<file path="src/rtl/uart_pkg.sv">
// Shared UART definitions: FSM state encoding and bit-timing constants.
package uart_pkg;

  typedef enum logic {
    IDLE = 1'b0,
    RUN  = 1'b1
  } uart_state_e;

  localparam int unsigned UART_CLK_HZ      = 25_000_000;
  localparam int unsigned UART_BAUD        = 19_200;
  localparam int unsigned UART_DEFAULT_DIV = UART_CLK_HZ / UART_BAUD;
  localparam int unsigned UART_MIN_DIV     = 2;

endpackage

</file>
<file path="src/rtl/uart_baud_gen.sv">
// UART bit-timing generator: mid-bit and bit-boundary strobes, bit index and
// frame completion for a programmable divisor and frame length.
module uart_baud_gen
  import uart_pkg::*;
#(
  parameter int unsigned DIV_W       = 16,
  parameter int unsigned DEFAULT_DIV = UART_DEFAULT_DIV,
  parameter int unsigned NB_W        = 4
) (
  input  logic             clk,
  input  logic             rst_n,
  input  logic [DIV_W-1:0] div_i,
  input  logic             div_load,
  input  logic [NB_W-1:0]  nbits_i,
  input  logic             start,
  input  logic             abort,
  output logic             busy,
  output logic             tick_mid,
  output logic             tick_edge,
  output logic             frame_done,
  output logic [NB_W-1:0]  bit_idx
);

  uart_state_e      state_q, state_d;
  logic [DIV_W-1:0] div_q, div_d;
  logic [DIV_W-1:0] cnt_q, cnt_d;
  logic [NB_W-1:0]  nbits_q, nbits_d;
  logic [NB_W-1:0]  bit_idx_d;
  logic             busy_d, tick_mid_d, tick_edge_d, frame_done_d;

  logic [DIV_W-1:0] half_c;
  logic             at_wrap_c;
  logic             at_mid_c;
  logic             last_bit_c;

  assign half_c     = div_q >> 1;
  assign at_wrap_c  = (cnt_q == div_q - DIV_W'(1));
  assign at_mid_c   = (cnt_q == half_c);
  assign last_bit_c = (bit_idx == nbits_q - NB_W'(1));

  // State register
  always_ff @(posedge clk or negedge rst_n) begin
    if (!rst_n) state_q <= IDLE;
    else        state_q <= state_d;
  end

  // Next-state logic; abort overrides any other transition
  always_comb begin
    state_d = state_q;
    unique case (state_q)
      IDLE: if (start && !abort) state_d = RUN;
      RUN: begin
        if (abort)                        state_d = IDLE;
        else if (at_wrap_c && last_bit_c) state_d = IDLE;
      end
      default: state_d = IDLE;
    endcase
  end

  // Datapath and strobe next values
  always_comb begin
    div_d        = div_q;
    cnt_d        = cnt_q;
    nbits_d      = nbits_q;
    bit_idx_d    = bit_idx;
    tick_mid_d   = 1'b0;
    tick_edge_d  = 1'b0;
    frame_done_d = 1'b0;
    busy_d       = (state_d == RUN);

    unique case (state_q)
      IDLE: begin
        // Divisor is only writable between frames; too-small values are clamped
        if (div_load) begin
          div_d = (div_i < DIV_W'(UART_MIN_DIV)) ? DIV_W'(UART_MIN_DIV) : div_i;
        end
        if (start && !abort) begin
          nbits_d   = (nbits_i == '0) ? NB_W'(1) : nbits_i;
          cnt_d     = '0;
          bit_idx_d = '0;
        end
      end
      RUN: begin
        if (abort) begin
          cnt_d     = '0;
          bit_idx_d = '0;
        end else begin
          tick_mid_d = at_mid_c;
          if (at_wrap_c) begin
            cnt_d       = '0;
            tick_edge_d = 1'b1;
            if (last_bit_c) begin
              frame_done_d = 1'b1;
              bit_idx_d    = '0;
            end else begin
              bit_idx_d = bit_idx + NB_W'(1);
            end
          end else begin
            cnt_d = cnt_q + DIV_W'(1);
          end
        end
      end
      default: begin
        cnt_d     = '0;
        bit_idx_d = '0;
      end
    endcase
  end

  // Registered datapath and outputs
  always_ff @(posedge clk or negedge rst_n) begin
    if (!rst_n) begin
      div_q      <= DIV_W'(DEFAULT_DIV);
      cnt_q      <= '0;
      nbits_q    <= NB_W'(1);
      bit_idx    <= '0;
      busy       <= 1'b0;
      tick_mid   <= 1'b0;
      tick_edge  <= 1'b0;
      frame_done <= 1'b0;
    end else begin
      div_q      <= div_d;
      cnt_q      <= cnt_d;
      nbits_q    <= nbits_d;
      bit_idx    <= bit_idx_d;
      busy       <= busy_d;
      tick_mid   <= tick_mid_d;
      tick_edge  <= tick_edge_d;
      frame_done <= frame_done_d;
    end
  end

endmodule

</file>
<file path="config.mk">
export PLATFORM = sky130hd
export DESIGN_NAME = uart_baud_gen
export DESIGN_NICKNAME = d
export VERILOG_FILES = /design/src/rtl/uart_pkg.sv /design/src/rtl/uart_baud_gen.sv
export SDC_FILE = /design/constraint.sdc
export NUM_CORES = 1
export LEC_CHECK = 0
export ABC_CLOCK_PERIOD_IN_PS = 4000
export CORE_AREA = 2 2 111 113
export DETAILED_ROUTE_END_ITERATION = 6
export DIE_AREA = 0 0 113 115
export PLACE_DENSITY = 0.44
export SETUP_SLACK_MARGIN = 0.3
export SYNTH_ARGS = -nofsm -noshare
export SYNTH_HDL_FRONTEND = slang
export SYNTH_SLANG_ARGS = --single-unit
</file>
<file path="constraint.sdc">
create_clock -name clk -period 4 [get_ports clk]
set_input_delay 0.4 -clock clk [delete_from_list [all_inputs] [get_ports clk]]
set_output_delay 0.4 -clock clk [all_outputs]
set_load 0.05 [all_outputs]
</file>
**Word level (Yosys, flattened, before mapping)**

Index checks and enable logic that the tools add are counted.
Widths: inputs -> output; s select.

- Add/sub/neg operators: 4
- Multiply operators: 0
- Divide/modulo/power cells: 0
- Order comparisons: 1
- Eq/ne operators: 5
- Shift operators: 0
- Multiplexer cells: 24
- Bitwise operators: 1
- Reduce and logical (&&, ||, !) cells: 7

Operators with widths:

| operator | number |
|---|---|
| $mux 16 | 4 |
| $pmux 16 s2 | 1 |
| $mux 4 | 5 |
| $add 16x1->16 const B | 1 |
| $eq 16x15->1 | 1 |
| $eq 16x16->1 | 1 |
| $lt 16x2->1 const B | 1 |
| $sub 16x1->16 const B | 1 |
| $mux 1 | 12 |
| $pmux 4 s2 | 1 |
| $reduce_and 2->1 | 3 |
| $add 4x1->4 const B | 1 |
| $eq 4x4->1 | 1 |
| $logic_not 4->1 | 1 |
| $sub 4x1->4 const B | 1 |
| $ne 3x2->1 const B | 1 |
| $logic_and 1x1->1 | 2 |
| $ne 2x2->1 const B | 1 |
| $pmux 1 s2 | 1 |
| $logic_not 1->1 | 1 |
| $not 1->1 | 1 |

- Register bits after elaboration: 44
- Bits in latches: 0
- Bits in writable memories: 0
- ROM bits: 0
- Input port bits: 25
- Output and inout bits: 8
- Word-level logic and storage cells: 50
- Memories: 0

**Logic depth before layout (Yosys ltp)**

Gate-level depths: netlist of the first run.

- Depth in word-level cells: 6
- Gate-level depth with buffers: 10
- Gate-level depth less buffers: 9

**Worst setup path before layout of the first run**

OpenSTA, ideal clock, no wires.

- Kind: reg-to-reg
- From: register div_q[4]
- To: register bit_idx[2]
- Setup time: 127 ps
- Arrival time: 2589 ps
- Required time: 3873 ps
- Setup slack: 1284 ps
- Stages on the path, launching flop included: 11
- Buffers on the path: 3
- Clock period less this slack: 2716 ps
- Cells stage by stage: dfstp_2 > buf_4 > or4_1 > buf_2 > nor4_1 > xnor2_1 > nand4_1 > a2111o_1 > buf_4 > o211ai_1 > nand3_1

- Longest elaborated chain between the ends: 4

Ends and longest elaborated chain:

| what | line | RTL |
|---|---|---|
| start, declared | uart_baud_gen.sv:25 | `logic [DIV_W-1:0] div_q, div_d;` |
| start signal, assigned | uart_baud_gen.sv:113 | `div_q <= DIV_W'(DEFAULT_DIV);` |
| start signal, assigned | uart_baud_gen.sv:122 | `div_q <= div_d;` |
| $sub 16x1->16 | uart_baud_gen.sv:37 | `assign at_wrap_c = (cnt_q == div_q - DIV_W'(1));` |
| $eq 16x16->1 | uart_baud_gen.sv:37 |  |
| $ne 3x2->1 (no source line) | - |  |
| $reduce_and 2->1 (no source line) | - |  |
| end signal, assigned | uart_baud_gen.sv:125 | `bit_idx <= bit_idx_d;` |
| end, declared | uart_baud_gen.sv:21 | `output logic [NB_W-1:0] bit_idx` |

Every way passes these cells.
A chain may end at the register's enable or synchronous reset.

**Worst setup path in the final report of the first run**

- From: register div_q[5]
- To: register cnt_q[5]

- Longest elaborated chain between the ends: 5

Ends and longest elaborated chain:

| what | line | RTL |
|---|---|---|
| $sub 16x1->16 | uart_baud_gen.sv:37 |  |
| $eq 16x16->1 | uart_baud_gen.sv:37 |  |
| $mux 16 | uart_baud_gen.sv:89 | `if (at_wrap_c) begin` |
| $mux 16 | uart_baud_gen.sv:84 | `if (abort) begin` |
| $pmux 16 s2 | uart_baud_gen.sv:71 | `unique case (state_q)` |
| end signal, assigned | uart_baud_gen.sv:123 | `cnt_q <= cnt_d;` |
| end, declared | uart_baud_gen.sv:26 | `logic [DIV_W-1:0] cnt_q, cnt_d;` |

Every way passes these cells.

==> flow_results.xml, run 1 <==
<?xml version="1.0" encoding="UTF-8"?>
<metrics>
  <group name="status">
    <metric name="status" unit="">complete, no violations</metric>
  </group>
  <group name="clock_network">
    <metric name="post-cts-setup-buffers" unit="">0</metric>
    <metric name="clk_pin_slew" unit="ns">0.06</metric>
    <metric name="tritoncts.num_buffers" unit="">5</metric>
    <metric name="holdBufCountCts" unit="">0</metric>
    <metric name="cts-root-buf" unit="">sky130_fd_sc_hd__clkbuf_16</metric>
    <metric name="ctsHtreeMaxLevel" unit="">2</metric>
    <metric name="clock_path_buffers" unit="">2</metric>
    <metric name="ctsResizeCount" unit="">0</metric>
    <metric name="clock_insertion_delay_worst_skew" unit="ns">0.29</metric>
    <metric name="clock_sink_count" unit="">44</metric>
    <metric name="tritoncts_clock_tree" unit="">done</metric>
  </group>
  <group name="place">
    <metric name="dpl.cell_count" unit="">470</metric>
    <metric name="globalplace.congestion" unit="">0.826</metric>
    <metric name="dpl.hpwl" unit="um">5440</metric>
    <metric name="io_buffer_count" unit="">32</metric>
  </group>
  <group name="finish">
    <metric name="layoutNonFillerInstCount" unit="">478</metric>
    <metric name="utilization" unit="%">29.3</metric>
    <metric name="drive_above_1_share" unit="%">12.1</metric>
    <metric name="antenna-diode-count" unit="">0</metric>
    <metric name="nets" unit="">359</metric>
    <metric name="area.growth.synth_to_final" unit="%">19.4</metric>
  </group>
  <group name="yosys">
    <metric name="synthesis.area" unit="mm2">0.00290</metric>
    <metric name="mapped_nets" unit="">341</metric>
    <metric name="synth_cells" unit="">312</metric>
    <metric name="edff_count_synth" unit="">0</metric>
    <metric name="ys_async_sr_fraction" unit="%">100</metric>
    <metric name="synth_warnings" unit="">0</metric>
    <metric name="yosysSeqAreaShare" unit="%">38.3</metric>
    <metric name="synth_cell_type_count" unit="">53</metric>
    <metric name="yosys-top-cells-area" unit="">sky130_fd_sc_hd__dfrtp_1 33%, sky130_fd_sc_hd__xnor2_1 7.6%, sky130_fd_sc_hd__xor2_1 6.4%</metric>
    <metric name="post-synth-top-area-fraction" unit="%">32.8</metric>
    <metric name="synth-seq-cells" unit="">44</metric>
    <metric name="syn_avg_cell_area" unit="um2">9.28</metric>
    <metric name="yosys.area.top_type" unit="">sky130_fd_sc_hd__dfrtp_1</metric>
    <metric name="ys_dominant_reg_cell" unit="">sky130_fd_sc_hd__dfrtp_1</metric>
  </group>
  <group name="timing">
    <metric name="hold_ws" unit="ns">0.296</metric>
    <metric name="hold_viol" unit="">0</metric>
    <metric name="unrepaired_setup_endpoints_after_global_routing" unit="">false</metric>
    <metric name="fmax" unit="MHz">322</metric>
    <metric name="setup_viol_count_final" unit="">0</metric>
    <metric name="setup-tns-final" unit="ns">0</metric>
    <metric name="period_share" unit="%">77.7</metric>
    <metric name="tightest_slew" unit="ns">1.04</metric>
    <metric name="drv_slew" unit="">0</metric>
    <metric name="skew" unit="ns">0.00441</metric>
    <metric name="final.min_clock_period" unit="ns">3.11</metric>
    <metric name="worst_slew_margin_rel" unit="%">30.5</metric>
  </group>
  <group name="critical_path">
    <metric name="critical_path.max_fanout" unit="">14</metric>
    <metric name="r2r_slack" unit="ns">0.89</metric>
    <metric name="worst_ep_arrival_time" unit="ns">3.25</metric>
    <metric name="crit_path_top_delay_cell" unit="">sky130_fd_sc_hd__or4_1</metric>
    <metric name="critPathMaxStageDelay" unit="ns">0.70</metric>
    <metric name="timing_worst_setup_path_type" unit="">reg2reg</metric>
    <metric name="timing.critical_path.cells" unit="">or4_1 -&gt; nor4_1 -&gt; xnor2_1 -&gt; nand4_1 -&gt; a2111o_1 -&gt; nand2_1 -&gt; o21ai_0</metric>
    <metric name="worstSetupEndpointType" unit="">flop</metric>
    <metric name="cp_buf_inv_count" unit="">0</metric>
    <metric name="critical-path-top-delay-family" unit="">simple AND/OR/NAND/NOR gates</metric>
    <metric name="required_time_of_the_critical_path" unit="ns">4.15</metric>
    <metric name="setup.worst_path.start_class" unit="">flop</metric>
  </group>
  <group name="power_and_ir_drop">
    <metric name="seq_power_share" unit="%">45.8</metric>
    <metric name="netSwitchingFraction" unit="%">31.1</metric>
    <metric name="netSwitchingPower" unit="uW">391</metric>
    <metric name="power.density" unit="mW/mm2">364</metric>
    <metric name="pwr-share-clk" unit="%">32.0</metric>
    <metric name="combinationalPowerShare" unit="%">22.2</metric>
    <metric name="total_leakage_power" unit="nW">1.30</metric>
    <metric name="intPower" unit="uW">867</metric>
    <metric name="ir_drop" unit="mV">0.157</metric>
  </group>
  <group name="floorplanning">
    <metric name="core_rows" unit="">40</metric>
    <metric name="coreArea" unit="mm2">0.0118</metric>
    <metric name="boundaryPins" unit="">33</metric>
    <metric name="floorplan.die.width" unit="um">113</metric>
    <metric name="fp.dieArea" unit="mm2">0.0130</metric>
    <metric name="chipHeight" unit="um">115</metric>
    <metric name="initial_core_utilization" unit="%">24.5</metric>
  </group>
  <group name="grt">
    <metric name="grt_start_max_net_pins" unit="">45</metric>
    <metric name="global_route_wire_length_before_repair" unit="um">12300</metric>
    <metric name="total_routing_usage_reported_by_global_routing" unit="%">12.0</metric>
    <metric name="grt_pass1_vias" unit="">2366</metric>
    <metric name="gr-total-overflow" unit="">0</metric>
    <metric name="initial_antenna_violation_count" unit="">0</metric>
  </group>
  <group name="drt">
    <metric name="post-route-drc-count" unit="">0</metric>
    <metric name="wirelength" unit="um">7380</metric>
    <metric name="ant_nets" unit="">0</metric>
    <metric name="dr_total_vias" unit="">2333</metric>
    <metric name="drt_iter0_markers" unit="">83</metric>
    <metric name="drt_pre_antenna_iters" unit="">4</metric>
    <metric name="routed_wire_length_per_instance" unit="um">15.4</metric>
    <metric name="viasPerCell" unit="">4.88</metric>
  </group>
  <group name="run">
    <metric name="drv_cap" unit="">0</metric>
  </group>
  <group name="min_path">
    <metric name="timing.hold.worst.class" unit="">in2async</metric>
  </group>
</metrics>
-- power by group through the flow --
stage | registers [mW] | clock network (mW) | logic [mW]
6_report | 0.576 | 0.402 | 0.280
5_1_grt | 0.586 | 0.439 | 0.310
4_1_cts | 0.577 | 0.421 | 0.282
3_5_place_dp | 0.585 | 0 | 0.280
3_3_place_gp | 0.583 | 0 | 0.283
2_1_floorplan | 0.540 | 0 | 0.230
-- sequential cells by signal, summed over array words and instances, names as in the netlist --
register    cells
bit_idx         4
busy            1
cnt_q          16
div_q          16
frame_done      1
nbits_q         4
tick_edge       1
tick_mid        1
-- per-stage QoR --
stage | cell area, um2 | power [mW] | setup slack [ns]
3_3_place_gp | 3320 | 0.866 | 0.913
2_1_floorplan | 2900 | 0.770 | 1.28
3_5_place_dp | 3320 | 0.865 | 0.919
5_1_grt | 3460 | 1.33 | 0.688
6_report | 3460 | 1.26 | 0.894
4_1_cts | 3460 | 1.28 | 0.901
-- cells in the final DEF, fill, tap and decap left out, types with 3 or more instances in the layout --
cell and instances:
sky130_fd_sc_hd__clkdlybuf4s50_1 31, sky130_fd_sc_hd__clkbuf_16 5, sky130_fd_sc_hd__xor2_1 21, sky130_fd_sc_hd__nand2_1 23, sky130_fd_sc_hd__a21oi_1 8, sky130_fd_sc_hd__a32o_1 3
sky130_fd_sc_hd__ha_1 4, sky130_fd_sc_hd__mux2_2 15, sky130_fd_sc_hd__o311ai_1 3, sky130_fd_sc_hd__dfrtp_1 38, sky130_fd_sc_hd__nand4_1 12, sky130_fd_sc_hd__nor4_1 12
sky130_fd_sc_hd__or4_1 4, sky130_fd_sc_hd__dfstp_2 6, sky130_fd_sc_hd__o21ai_0 10, sky130_fd_sc_hd__o21ai_1 3, sky130_fd_sc_hd__inv_1 8, sky130_fd_sc_hd__nand3_1 10
sky130_fd_sc_hd__nor2b_1 7, sky130_fd_sc_hd__xnor2_1 25, sky130_fd_sc_hd__nor2_1 13, sky130_fd_sc_hd__nand2b_1 7, sky130_fd_sc_hd__nor3_1 16, sky130_fd_sc_hd__buf_4 5
sky130_fd_sc_hd__o2111ai_1 3
-- kinds of logic after synthesis --
group           count (synthesis)  share of synthesized area, %
simple gates                  119                          23.0
compound gates                 50                          12.3
xor+xnor                       46                          13.9
flops                          44                          38.3
buf+inv                        34                          4.93
mux                            15                          5.83
fa+ha+maj                       4                          1.73
-- per-layer routing --
| layer | vias to the layer above | GRT usage [%] | wire length, um |
|---|---|---|---|
| met4 | 0 | 4.15 | 114 |
| met3 | 5 | 1.90 | 170 |
| met5 | - | 0 | 0 |
| met1 | 1140 | 15.9 | 3580 |
| li1 | 1160 | - | - |
| met2 | 28 | 20.1 | 3520 |
-- area by class of cell --
cell class / count / area [um2]
well taps: 147 / 184
flip-flops and latches: 44 / 1110
fillers: 1244 / 8350
clock inverters: 1 / 5.00
multi-input cells: 234 / 1640
clock buffers: 7 / 133
repair buffers: 37 / 353
inverters: 8 / 30.0
-- path summary, 6_finish.rpt --
| kind | startpoint | endpoint | cells past startpoint |
|---|---|---|---|
| max | div_q[5]$_DFFE_PN0P_ | cnt_q[5]$_DFFE_PN0P_ | 7 |
| min | rst_n | bit_idx[0]$_DFFE_PN0P_ | 1 |
| max reg2reg | div_q[5]$_DFFE_PN0P_ | cnt_q[5]$_DFFE_PN0P_ | 7 |
| min reg2reg | nbits_q[0]$_DFFE_PN1P_ | nbits_q[0]$_DFFE_PN1P_ | 2 |
| max in group asynchronous | rst_n | div_q[6]$_DFFE_PN0P_ | 1 |
| min in group clk | nbits_q[0]$_DFFE_PN1P_ | nbits_q[0]$_DFFE_PN1P_ | 2 |
-- Yosys cell counts, types with 4 or more instances --
library cell,n
sky130_fd_sc_hd__a21oi_1,8
sky130_fd_sc_hd__clkbuf_1,17
sky130_fd_sc_hd__dfrtp_1,38
sky130_fd_sc_hd__dfstp_2,6
sky130_fd_sc_hd__ha_1,4
sky130_fd_sc_hd__inv_1,8
sky130_fd_sc_hd__mux2_2,15
sky130_fd_sc_hd__nand2_1,23
sky130_fd_sc_hd__nand2b_1,7
sky130_fd_sc_hd__nand3_1,10
sky130_fd_sc_hd__nand4_1,12
sky130_fd_sc_hd__nor2_1,13
sky130_fd_sc_hd__nor2b_1,7
sky130_fd_sc_hd__nor3_1,16
sky130_fd_sc_hd__nor4_1,12
sky130_fd_sc_hd__o21ai_0,10
sky130_fd_sc_hd__or4_1,4
sky130_fd_sc_hd__xnor2_1,25
sky130_fd_sc_hd__xor2_1,21
(Power assumes the default switching activity.)
==> run 2, diff against run 1 <==
--- a/config.mk
+++ b/config.mk
@@ -5,11 +5,11 @@
 export SDC_FILE = /design/constraint.sdc
 export NUM_CORES = 1
 export LEC_CHECK = 0
-export ABC_CLOCK_PERIOD_IN_PS = 4000
+export ABC_CLOCK_PERIOD_IN_PS = 2700
 export CORE_AREA = 2 2 111 113
 export DETAILED_ROUTE_END_ITERATION = 6
 export DIE_AREA = 0 0 113 115
-export PLACE_DENSITY = 0.44
+export PLACE_DENSITY = 0.46
 export SETUP_SLACK_MARGIN = 0.3
 export SYNTH_ARGS = -nofsm -noshare
 export SYNTH_HDL_FRONTEND = slang
==> constraint.sdc (replaced) <==
create_clock -name clk -period 2.7 [get_ports clk]
set_input_delay 0.27 -clock clk [delete_from_list [all_inputs] [get_ports clk]]
set_output_delay 0.27 -clock clk [all_outputs]
set_load 0.05 [all_outputs]
==> flow_results.xml, run 2 (synthesis gave the netlist of run 1 again) <==
<?xml version="1.0" encoding="UTF-8"?>
<metrics>
  <group name="grt">
    <metric name="initial_antenna_violation_count" unit="">0</metric>
    <metric name="total_routing_usage_reported_by_global_routing" unit="%">12.7</metric>
    <metric name="grt_start_max_net_pins" unit="">45</metric>
    <metric name="global_route_wire_length_before_repair" unit="um">13100</metric>
    <metric name="gr-total-overflow" unit="">0</metric>
    <metric name="grt_pass1_vias" unit="">2480</metric>
  </group>
  <group name="place">
    <metric name="detailed_place.area" unit="mm2">0.00359</metric>
    <metric name="io_buffer_count" unit="">32</metric>
    <metric name="globalplace.congestion" unit="">0.774</metric>
    <metric name="dpl.hpwl" unit="um">5800</metric>
  </group>
  <group name="finish">
    <metric name="most-common-layout-cells" unit="">38 x sky130_fd_sc_hd__dfrtp_1, 31 x sky130_fd_sc_hd__clkdlybuf4s50_1, 27 x sky130_fd_sc_hd__buf_4</metric>
    <metric name="antenna-diode-count" unit="">0</metric>
    <metric name="biggestRegsByFlops" unit="">cnt_q x16, div_q x16</metric>
    <metric name="nets" unit="">386</metric>
    <metric name="area.growth.synth_to_final" unit="%">33.1</metric>
    <metric name="drive_above_1_share" unit="%">25.7</metric>
    <metric name="mostFrequentLayoutCell" unit="">sky130_fd_sc_hd__dfrtp_1</metric>
    <metric name="postLayoutCellArea" unit="mm2">0.00385</metric>
  </group>
  <group name="timing">
    <metric name="setup_viol_count_final" unit="">0</metric>
    <metric name="drv_slew" unit="">0</metric>
    <metric name="tightest_slew" unit="ns">1.08</metric>
    <metric name="hold_viol" unit="">0</metric>
    <metric name="worst_slew_margin_rel" unit="%">28.2</metric>
    <metric name="skew" unit="ns">0.00706</metric>
    <metric name="final.min_clock_period" unit="ns">2.70</metric>
    <metric name="period_share" unit="%">100</metric>
    <metric name="unrepaired_setup_endpoints_after_global_routing" unit="">true</metric>
    <metric name="fmax" unit="MHz">370</metric>
  </group>
  <group name="critical_path">
    <metric name="setup.worst_path.start_class" unit="">flop</metric>
    <metric name="required_time_of_the_critical_path" unit="ns">2.86</metric>
    <metric name="crit-reg2reg-launch" unit="">div_q[7]$_DFFE_PN0P_</metric>
    <metric name="timing_worst_setup_path_type" unit="">reg2reg</metric>
    <metric name="cp_buf_inv_count" unit="">1</metric>
    <metric name="worstSetupEndpointType" unit="">flop</metric>
    <metric name="critPathMaxStageDelay" unit="ns">0.61</metric>
    <metric name="worst_ep_arrival_time" unit="ns">2.86</metric>
    <metric name="rr_endpoint" unit="">cnt_q[3]$_DFFE_PN0P_</metric>
    <metric name="r2r_slack" unit="ns">0.0004</metric>
    <metric name="crit_path_top_delay_cell" unit="">sky130_fd_sc_hd__or4_4</metric>
    <metric name="critical-path-top-delay-family" unit="">simple AND/OR/NAND/NOR gates</metric>
    <metric name="reg2regPathDepth" unit="">8</metric>
    <metric name="timing.critical_path.cells" unit="">or4_4 -&gt; nor4_4 -&gt; xnor2_1 -&gt; nand4_1 -&gt; a2111o_1 -&gt; nand2_2 -&gt; buf_12 -&gt; o22ai_1</metric>
    <metric name="critical_path.max_fanout" unit="">7</metric>
  </group>
  <group name="floorplanning">
    <metric name="chipHeight" unit="um">115</metric>
    <metric name="fp.dieArea" unit="mm2">0.0130</metric>
    <metric name="boundaryPins" unit="">33</metric>
    <metric name="initial_core_utilization" unit="%">24.5</metric>
    <metric name="coreArea" unit="mm2">0.0118</metric>
    <metric name="floorplan.die.width" unit="um">113</metric>
    <metric name="core_rows" unit="">40</metric>
  </group>
  <group name="drt">
    <metric name="drt_pre_antenna_iters" unit="">6</metric>
    <metric name="detailroute.wirelength.met2" unit="um">3540</metric>
    <metric name="viasPerCell" unit="">4.90</metric>
    <metric name="drt_iter0_markers" unit="">117</metric>
    <metric name="top_routing_layer_in_use" unit="">met4</metric>
    <metric name="ant_nets" unit="">0</metric>
    <metric name="routedLengthMet1" unit="um">3870</metric>
    <metric name="routed_wire_length_per_instance" unit="um">15.5</metric>
    <metric name="post-route-drc-count" unit="">2</metric>
    <metric name="detailroute.wirelength.met3" unit="um">307</metric>
    <metric name="wirelength" unit="um">7810</metric>
    <metric name="dr_total_vias" unit="">2477</metric>
  </group>
  <group name="min_path">
    <metric name="timing.hold.worst.class" unit="">in2async</metric>
  </group>
  <group name="clock_network">
    <metric name="tritoncts_clock_tree" unit="">done</metric>
    <metric name="cts-root-buf" unit="">sky130_fd_sc_hd__clkbuf_16</metric>
    <metric name="clock_path_buffers" unit="">2</metric>
    <metric name="tritoncts.num_buffers" unit="">5</metric>
    <metric name="clk_pin_slew" unit="ns">0.07</metric>
    <metric name="clock_sink_count" unit="">44</metric>
    <metric name="clock_insertion_delay_worst_skew" unit="ns">0.29</metric>
    <metric name="ctsHtreeMaxLevel" unit="">2</metric>
  </group>
  <group name="power_and_ir_drop">
    <metric name="total_leakage_power" unit="nW">1.48</metric>
    <metric name="ir_drop" unit="mV">0.274</metric>
    <metric name="power.density" unit="mW/mm2">523</metric>
    <metric name="total_power" unit="mW">2.01</metric>
  </group>
  <group name="status">
    <metric name="status" unit="">complete, but fails checks</metric>
    <metric name="violations" unit="">DRC</metric>
  </group>
  <group name="run">
    <metric name="drv_cap" unit="">0</metric>
  </group>
</metrics>
[run 2: cell types whose count changed in the layout (fill, tap and decap cells not counted), sizes merged]
cell,previous run,this run
buf,6,33
clkinv,1,2
clkbuf,7,6
[run 2: final cells by class]
cell class | instances | area (um2)
well taps | 147 | 184
clock buffers | 6 | 139
repair buffers | 64 | 592
flip-flops and latches | 44 | 1110
inverters | 8 | 30.0
fillers | 1231 | 7960
multi-input cells | 234 | 1790
clock inverters | 2 | 10.0
[run 2: how the worst max path moves through the flow]
stage | from | end | slack (ns) | cells past startpoint
final | div_q[7]$_DFFE_PN0P_ | cnt_q[3]$_DFFE_PN0P_ | 0.0004 | 8
after floorplan | div_q[4]$_DFFE_PN1P_ | cnt_q[1]$_DFFE_PN0P_ | 0.08 | 9
after global placement | div_q[1]$_DFFE_PN1P_ | cnt_q[3]$_DFFE_PN0P_ | -0.05 | 8
after global routing | div_q[7]$_DFFE_PN0P_ | bit_idx[2]$_DFFE_PN0P_ | -0.14 | 8
after detailed placement | div_q[0]$_DFFE_PN0P_ | cnt_q[3]$_DFFE_PN0P_ | -0.10 | 10
after CTS | div_q[5]$_DFFE_PN0P_ | cnt_q[3]$_DFFE_PN0P_ | 0.03 | 8
[run 2: routing by layer]
metal / vias to the layer above / GRT usage, %
li1: 1213 / -
met5: - / 0
met1: 1193 / 17.5
met2: 59 / 20.8
met3: 12 / 2.21
met4: 0 / 2.93
[run 2: worst reg2reg max path, cell delays in order, from the launching register on]
cell and delay (ns):
sky130_fd_sc_hd__dfrtp_1 0.38, sky130_fd_sc_hd__or4_4 0.61, sky130_fd_sc_hd__nor4_4 0.24, sky130_fd_sc_hd__xnor2_1 0.15
sky130_fd_sc_hd__nand4_1 0.19, sky130_fd_sc_hd__a2111o_1 0.55, sky130_fd_sc_hd__nand2_2 0.22, sky130_fd_sc_hd__buf_12 0.14
sky130_fd_sc_hd__o22ai_1 0.08
[run 2: stage by stage]
step / instances / utilization, % / hold slack [ns] / setup WS, ns / setup TNS, ns
floorplan: 312 / - / -0.0256 / 0.0791 / 0
global placement: 496 / 30.4 / 0.518 / -0.0514 / -0.604
detailed placement: 496 / 30.4 / 0.526 / -0.100 / -0.946
CTS: 504 / 32.3 / 0.229 / 0.0295 / 0
global route: 505 / 32.6 / 0.277 / -0.136 / -1.84
finish: 505 / 32.6 / 0.191 / 0.000424 / 0
[run 2: power breakdown]
part           switching [mW]  total, mW  internal (mW)
combinational           0.293      0.579          0.286
sequential             0.0758      0.809          0.733
clock                   0.262      0.627          0.365
[run 2: timing repair]
action / 4_1_cts / 5_1_grt
endpoints found under the setup margin: 23 / 23
setup buffers: 0 / 1
hold buffers: 0 / 0
pin swaps: 7 / 9
gates cloned: 0 / 0
gates resized for setup: 17 / 5
